[src/rtl/float_pkg.sv]
// Shared FSM encoding, exponent bias and IEEE-style field extraction for float_sq_mul_gen.
package float_pkg;

  typedef enum logic [2:0] {
    IDLE = 3'd0,
    SQ   = 3'd1,
    RND1 = 3'd2,
    MUL  = 3'd3,
    RND2 = 3'd4
  } fsm_state_e;

  localparam int MAX_W = 64;

  function automatic int exp_bias(input int exp_w);
    return (32'sd1 <<< (exp_w - 1)) - 32'sd1;
  endfunction

  function automatic logic get_sign(input logic [MAX_W-1:0] f, input int w);
    logic [MAX_W-1:0] t;
    t = f >> (w - 1);
    return 1'(t);
  endfunction

  function automatic logic [10:0] get_exp(input logic [MAX_W-1:0] f, input int man_w,
                                          input int exp_w);
    logic [MAX_W-1:0] mask;
    logic [MAX_W-1:0] t;
    mask = (64'd1 << exp_w) - 64'd1;
    t    = (f >> man_w) & mask;
    return 11'(t);
  endfunction

  function automatic logic [51:0] get_man(input logic [MAX_W-1:0] f, input int man_w);
    logic [MAX_W-1:0] mask;
    mask = (64'd1 << man_w) - 64'd1;
    return 52'(f & mask);
  endfunction

endpackage

[src/rtl/float_mul_rne.sv]
// One floating-point multiply with normalise and round-to-nearest-even, result registered.
// FLOAT_SQ_MUL_SPECIAL_EN selects NaN/inf handling; otherwise everything saturates to max finite.
module float_mul_rne #(
  parameter  int EXP_W = 8,
  parameter  int MAN_W = 23,
  localparam int W     = 1 + EXP_W + MAN_W
) (
  input  logic         clk,
  input  logic         rst,
  input  logic         en,
  input  logic [W-1:0] op_x,
  input  logic [W-1:0] op_y,
  output logic [W-1:0] res
);
  import float_pkg::*;

  localparam int EW2  = EXP_W + 2;
  localparam int PW   = 2 * MAN_W + 2;
  localparam int BIAS = exp_bias(EXP_W);
  localparam logic [EXP_W-1:0] EXP_ONES = {EXP_W{1'b1}};
  localparam logic [EXP_W-1:0] EXP_ZERO = {EXP_W{1'b0}};
  localparam logic [EXP_W-1:0] EXP_MAXF = {{(EXP_W-1){1'b1}}, 1'b0};
  localparam logic [MAN_W-1:0] MAN_ONES = {MAN_W{1'b1}};
  localparam logic [MAN_W-1:0] MAN_ZERO = {MAN_W{1'b0}};
  localparam logic [EW2-1:0]   EXP_OVF  = {2'b00, EXP_ONES};

  logic                  sign_s;
  logic [EXP_W-1:0]      ex_raw_s, ey_raw_s, ex_s, ey_s;
  logic [MAN_W-1:0]      mx_raw_s, my_raw_s, mx_s, my_s;
  logic                  x_zero_s, y_zero_s;
`ifdef FLOAT_SQ_MUL_SPECIAL_EN
  logic                  x_nan_s, y_nan_s, x_inf_s, y_inf_s;
`endif
  logic [PW-1:0]         prod_s;
  logic [PW-2:0]         norm_s;
  logic [MAN_W-1:0]      frac_s;
  logic                  round_up_s;
  logic [MAN_W:0]        frac_r_s;
  logic signed [EW2-1:0] exp_pre_s, exp_post_s;
  logic                  underflow_s, overflow_s;
  logic [W-1:0]          res_d, res_q;

  // Decode, multiply, normalise, round and classify the product.
  always_comb begin
    sign_s   = get_sign(64'(op_x), W) ^ get_sign(64'(op_y), W);
    ex_raw_s = EXP_W'(get_exp(64'(op_x), MAN_W, EXP_W));
    ey_raw_s = EXP_W'(get_exp(64'(op_y), MAN_W, EXP_W));
    mx_raw_s = MAN_W'(get_man(64'(op_x), MAN_W));
    my_raw_s = MAN_W'(get_man(64'(op_y), MAN_W));
    x_zero_s = (ex_raw_s == EXP_ZERO);
    y_zero_s = (ey_raw_s == EXP_ZERO);
`ifdef FLOAT_SQ_MUL_SPECIAL_EN
    x_nan_s  = (ex_raw_s == EXP_ONES) && (mx_raw_s != MAN_ZERO);
    y_nan_s  = (ey_raw_s == EXP_ONES) && (my_raw_s != MAN_ZERO);
    x_inf_s  = (ex_raw_s == EXP_ONES) && (mx_raw_s == MAN_ZERO);
    y_inf_s  = (ey_raw_s == EXP_ONES) && (my_raw_s == MAN_ZERO);
`endif
    // All-ones exponents become max finite; with specials on, the flags above override anyway.
    ex_s = (ex_raw_s == EXP_ONES) ? EXP_MAXF : ex_raw_s;
    ey_s = (ey_raw_s == EXP_ONES) ? EXP_MAXF : ey_raw_s;
    mx_s = (ex_raw_s == EXP_ONES) ? MAN_ONES : mx_raw_s;
    my_s = (ey_raw_s == EXP_ONES) ? MAN_ONES : my_raw_s;

    prod_s     = PW'({1'b1, mx_s}) * PW'({1'b1, my_s});
    norm_s     = prod_s[PW-1] ? prod_s[PW-2:0] : {prod_s[PW-3:0], 1'b0};
    frac_s     = norm_s[PW-2 -: MAN_W];
    round_up_s = norm_s[MAN_W] & ((|norm_s[MAN_W-1:0]) | frac_s[0]);
    frac_r_s   = {1'b0, frac_s} + {{MAN_W{1'b0}}, round_up_s};
    exp_pre_s  = $signed({2'b00, ex_s}) + $signed({2'b00, ey_s}) - $signed(EW2'(BIAS))
               + $signed({{(EW2-1){1'b0}}, prod_s[PW-1]});
    exp_post_s = exp_pre_s + $signed({{(EW2-1){1'b0}}, frac_r_s[MAN_W]});
    underflow_s = exp_pre_s[EW2-1] || (exp_pre_s == $signed({EW2{1'b0}}));
    overflow_s  = !exp_post_s[EW2-1] && (exp_post_s >= $signed(EXP_OVF));

    res_d = {sign_s, exp_post_s[EXP_W-1:0], frac_r_s[MAN_W-1:0]};
`ifdef FLOAT_SQ_MUL_SPECIAL_EN
    if (x_nan_s || y_nan_s || (x_inf_s && y_zero_s) || (y_inf_s && x_zero_s)) begin
      res_d = {1'b0, EXP_ONES, 1'b1, {(MAN_W-1){1'b0}}};
    end else if (x_inf_s || y_inf_s) begin
      res_d = {sign_s, EXP_ONES, MAN_ZERO};
    end else if (x_zero_s || y_zero_s || underflow_s) begin
      res_d = {sign_s, EXP_ZERO, MAN_ZERO};
    end else if (overflow_s) begin
      res_d = {sign_s, EXP_ONES, MAN_ZERO};
    end else begin
      res_d = {sign_s, exp_post_s[EXP_W-1:0], frac_r_s[MAN_W-1:0]};
    end
`else
    if (x_zero_s || y_zero_s || underflow_s) begin
      res_d = {sign_s, EXP_ZERO, MAN_ZERO};
    end else if (overflow_s) begin
      res_d = {sign_s, EXP_MAXF, MAN_ONES};
    end else begin
      res_d = {sign_s, exp_post_s[EXP_W-1:0], frac_r_s[MAN_W-1:0]};
    end
`endif
  end

  // Result register, loaded only while the controller launches a product.
  always_ff @(posedge clk or posedge rst) begin
    if (rst) begin
      res_q <= {W{1'b0}};
    end else if (en) begin
      res_q <= res_d;
    end
  end

  assign res = res_q;

endmodule

[src/rtl/float_sq_mul_gen.sv]
// float_sq_mul_gen: sequential fl(fl(a*a)*b) reusing one rounding multiplier for both products.
// Build option FLOAT_SQ_MUL_SPECIAL_EN selects IEEE NaN/inf handling instead of saturation.
module float_sq_mul_gen #(
  parameter  int EXP_W = 8,
  parameter  int MAN_W = 23,
  localparam int W     = 1 + EXP_W + MAN_W
) (
  input  logic         clk,
  input  logic         rst,
  input  logic         start,
  input  logic [W-1:0] float_in_sq,
  input  logic [W-1:0] float_in_mul,
  output logic [W-1:0] float_out,
  output logic         ready,
  output logic         busy
);
  import float_pkg::*;

  fsm_state_e   state_q, state_d;
  logic [W-1:0] a_q, a_d, b_q, b_d, out_q, out_d;
  logic         ready_q, ready_d, busy_q, busy_d;
  logic [W-1:0] op_x_s, op_y_s, mul_res_s;
  logic         mul_en_s;

  float_mul_rne #(
    .EXP_W(EXP_W),
    .MAN_W(MAN_W)
  ) u_mul (
    .clk (clk),
    .rst (rst),
    .en  (mul_en_s),
    .op_x(op_x_s),
    .op_y(op_y_s),
    .res (mul_res_s)
  );

  // Next-state, operand steering and output staging.
  always_comb begin
    state_d  = state_q;
    a_d      = a_q;
    b_d      = b_q;
    out_d    = out_q;
    mul_en_s = 1'b0;
    op_x_s   = a_q;
    op_y_s   = a_q;
    // The multiplier rounds before its register, so RND1 already launches square*b.
    case (state_q)
      IDLE: begin
        if (start) begin
          state_d = SQ;
          a_d     = float_in_sq;
          b_d     = float_in_mul;
        end else begin
          state_d = IDLE;
        end
      end
      SQ: begin
        state_d  = RND1;
        mul_en_s = 1'b1;
      end
      RND1: begin
        state_d  = MUL;
        mul_en_s = 1'b1;
        op_x_s   = mul_res_s;
        op_y_s   = b_q;
      end
      MUL: begin
        state_d = RND2;
        out_d   = mul_res_s;
      end
      RND2: begin
        state_d = IDLE;
      end
      default: begin
        state_d = IDLE;
      end
    endcase
    ready_d = (state_d == RND2);
    busy_d  = (state_d != IDLE);
  end

  // State, captured operands and registered outputs.
  always_ff @(posedge clk or posedge rst) begin
    if (rst) begin
      state_q <= IDLE;
      a_q     <= {W{1'b0}};
      b_q     <= {W{1'b0}};
      out_q   <= {W{1'b0}};
      ready_q <= 1'b0;
      busy_q  <= 1'b0;
    end else begin
      state_q <= state_d;
      a_q     <= a_d;
      b_q     <= b_d;
      out_q   <= out_d;
      ready_q <= ready_d;
      busy_q  <= busy_d;
    end
  end

  assign float_out = out_q;
  assign ready     = ready_q;
  assign busy      = busy_q;

endmodule

[config.mk]
export PLATFORM = sky130hd
export DESIGN_NAME = float_sq_mul_gen
export DESIGN_NICKNAME = d
export VERILOG_FILES = /design/src/rtl/float_pkg.sv /design/src/rtl/float_mul_rne.sv /design/src/rtl/float_sq_mul_gen.sv
export SDC_FILE = /design/constraint.sdc
export NUM_CORES = 2
export LEC_CHECK = 0
export ABC_AREA = 1
export BUFFER_PORTS_ARGS = -buffer_cell sky130_fd_sc_hd__buf_2
export CAP_MARGIN = 15
export CORE_ASPECT_RATIO = 1.5
export CORE_MARGIN = 2
export CORE_UTILIZATION = 40
export CTS_CLUSTER_SIZE = 8
export DETAILED_ROUTE_END_ITERATION = 8
export SKIP_LAST_GASP = 1
export SLEW_MARGIN = 15
export SYNTH_ARGS = -nofsm -noshare
export SYNTH_HDL_FRONTEND = slang
export SYNTH_SLANG_ARGS = --single-unit
export TNS_END_PERCENT = 1
[constraint.sdc]
create_clock -name clk -period 13.8 [get_ports clk]
set_input_delay 0.69 -clock clk [delete_from_list [all_inputs] [get_ports clk]]
set_output_delay 0.69 -clock clk [all_outputs]
set_load 0.005 [all_outputs]
==> results by group <==
Timing
  • Final Hold Viols: 0
  • Relative slew slack: 32.7%
  • Final Max Slew Viols: 0
  • RSZ-0062 raised after global routing: no
  • Worst-Margin Slew: 1.01 ns
  • Tcrit/Tclk final: 92.0%
  • Clock skew: 0.00703 ns
  • Final WS setup: 1.11 ns
  • Max frequency: 78.8 MHz
  • Setup Total Neg Slack: 0 ns
  • Final setup violation count: 0
  • Fin crit period: 12.69 ns

Clocking
  • Clk root buf: clkbuf_16
  • Total CTS buffers: 17
  • TritonCTS clock tree: done
  • CTS H-Tree Depth: 4
  • Clock Tree Buf Depth: 2
  • Buffers inserted by post-CTS timing repair: 0
  • Resize count post-CTS: 0
  • Post-CTS Hold Fix Bufs: 0
  • Clk sink count: 132
  • Clk pin slew, worst setup/hold paths: 0.06 ns
  • Clock Latency Late Sink: 0.43 ns

Route
  • Via count: 23,300
  • Final ANT Viol Nets: 0
  • Vias per std cell: 5.01
  • WL per Instance: 19.7 µm
  • DRC: 0
  • Initial DRC Count: 1,357
  • Final wirelength: 91,700 µm
  • DRT Pass-1 Iters: 6

Synth
  • Area leader, netlist: fa_1
  • Synth async-reset ratio: 100%
  • Synth Area in Compound Gates: 3.15%
  • Distinct cells, synth: 52
  • Proportion of synthesized area in mux cells: 2.28%
  • Number of flops mapped to enable cells by yosys: 0
  • Top-area cell type share of the netlist area: 34.9%
  • Top cells by area, synth: fa_1, nand2_1, dfrtp_1
  • Synth Area in Simple Gates: 24.3%
  • Mean area per synthesized cell: 7.59 µm²
  • Register area share after synthesis: 11.9%
  • Post-Synth XOR/XNOR Area: 1.07%
  • Largest family of logic cells by synthesized area: adder cells
  • Synth Area in Adders: 43.3%
  • Top_reg_cell synth: dfrtp_1
  • Syn Std Cell Area: 27,700 µm²
  • FF+latch count, synth: 132
  • YS warnings: 0
  • Syn nets: 4,383
  • Synth Instances: 3,647

Die
  • Die W: 219 µm
  • Initial core utilization: 40.2%
  • Die area: 71,400 µm²
  • Site Rows: 118
  • Ports: 101
  • Core area: 68,800 µm²
  • Die Y: 326 µm

Global route
  • GRT overflow: 0
  • Initial antenna violation count: 4
  • First-pass GRT wire length: 141,000 µm
  • Largest net degree at the start of global routing: 90
  • Vias in the first global route: 24,400
  • Global Route Usage Sum: 26.5%

Final layout
  • Fraction of layout instances using a drive strength above 1: 10.3%
  • Most frequent cells in the layout: nand2_1, inv_1, fa_1, nor2_1, ha_1
  • Fin util: 43.7%
  • Layout area overhead: 8.68%
  • Most common cell after layout, fill and taps aside: nand2_1
  • Nets: 4,473

Job
  • MaxCap Viol Count: 0

Worst setup path
  • Crit path arrival time: 12.99 ns
  • Nature of the critical path startpoint: register
  • CP Max Fanout: 38
  • CP max stage cell: nand3_1
  • CP required: 14.10 ns
  • Crit path capture type: register
  • CP most frequent cell: nand2_1
  • Slowest stage delay, CP: 0.68 ns
  • Critical path class: reg -> reg

Place
  • Final RePlAce weighted congestion: 0.985
  • Place WS: 1.26 ns
  • Post-DP HPWL: 77,600 µm
  • I/O Buffers: 99

Outcome
  • Run status: finished clean

Hold path
  • Worst hold path type: in -> async
-- registers in the layout, summed over array words and instances, names as in the netlist --
signal / cells
b_q: 32
state_q: 3
u_mul.res: 32
float_out: 32
ready: 1
busy: 1
a_q: 31
-- synth_stat cells (3+ instances only) --
| library cell | instances |
|---|---|
| nand2_1 | 940 |
| inv_1 | 863 |
| fa_1 | 483 |
| nor2_1 | 406 |
| ha_1 | 186 |
| dfrtp_1 | 132 |
| nand3_1 | 111 |
| o21ai_0 | 87 |
| clkbuf_1 | 73 |
| mux2_2 | 56 |
| a21oi_1 | 45 |
| nand4_1 | 33 |
| buf_2 | 31 |
| inv_2 | 19 |
| nand2_2 | 19 |
| nand3_2 | 18 |
| nor2_2 | 16 |
| xnor2_1 | 15 |
| nand3b_1 | 12 |
| xor2_1 | 12 |
| nand2_4 | 9 |
| clkinv_1 | 8 |
| nor2_4 | 8 |
| nor3_1 | 8 |
| o21ai_1 | 6 |
| nor4_1 | 5 |
| buf_4 | 4 |
| buf_6 | 4 |
| o21bai_1 | 4 |
| o21ai_2 | 3 |
-- layout make-up --
class                           count  area [µm²]
Antenna cell                        2        5.00
Clock buffer                       17         425
Clock inverter                     15         204
Fill cell                        7200       38700
Inverter                          890        3350
Multi-Input combinational cell   2510       20500
Sequential cell                   132        3300
Tap cell                          900        1130
Timing Repair Buffer              186        1150
-- per-layer routing --
metal	wire length, µm	up-vias	global-route usage (%)
met5	40	-	0
met4	7350	6	17.5
met3	4080	263	3.32
met2	47600	668	47.5
met1	32700	11500	29.1
li1	-	10800	-
-- kinds of logic (layout without fill, tap and decap cells) --
family | after synthesis | count (layout)
xor gates and xnor gates | 30 | 30
and+or+nand+nor | 1596 | 1596
AOI/OAI and AO/OA | 159 | 159
DFF | 132 | 132
buffers and inverters | 1005 | 1108
muxes | 56 | 56
adders and majority gates | 669 | 669
other | 0 | 2
-- critical path, delay by kind of cell (launching register included) --
kind / cells / cell delay (ns)
flops: 1 / 0.41
simple gates: 31 / 5.84
compound gates: 2 / 0.24
xor+xnor: 1 / 0.18
fa+ha+maj: 10 / 4.45
buf+inv: 10 / 1.40
-- path summary, 6_finish.rpt --
check	start	endpoint	slack, ns	depth (start not counted)
max	state_q[2]$_DFF_PP0_	u_mul.res[25]$_DFFE_PP0P_	1.11	54
min	rst	b_q[2]$_DFFE_PP0P_	0.41	2
max reg2reg	state_q[2]$_DFF_PP0_	u_mul.res[25]$_DFFE_PP0P_	1.11	54
min reg2reg	float_out[28]$_DFFE_PP0P_	float_out[28]$_DFFE_PP0P_	0.48	2
max in group asynchronous	rst	u_mul.res[14]$_DFFE_PP0P_	12.29	3
min in group clk	float_out[28]$_DFFE_PP0P_	float_out[28]$_DFFE_PP0P_	0.48	2
-- metrics by stage --
| stage | hold WS [ns] | instances | instance area, µm² |
|---|---|---|---|
| detailed placement | 0.464 | 4618 | 29400 |
| CTS | 0.440 | 4650 | 30100 |
| global route | 0.476 | 4650 | 30100 |
| finish | 0.414 | 4652 | 30100 |
| global placement | 0.455 | 4618 | 29400 |
| floorplan | 0.447 | 3647 | 27700 |
Power is not shown: default switching activity piles up to over one toggle a cycle in this logic, so the estimate is an artifact.
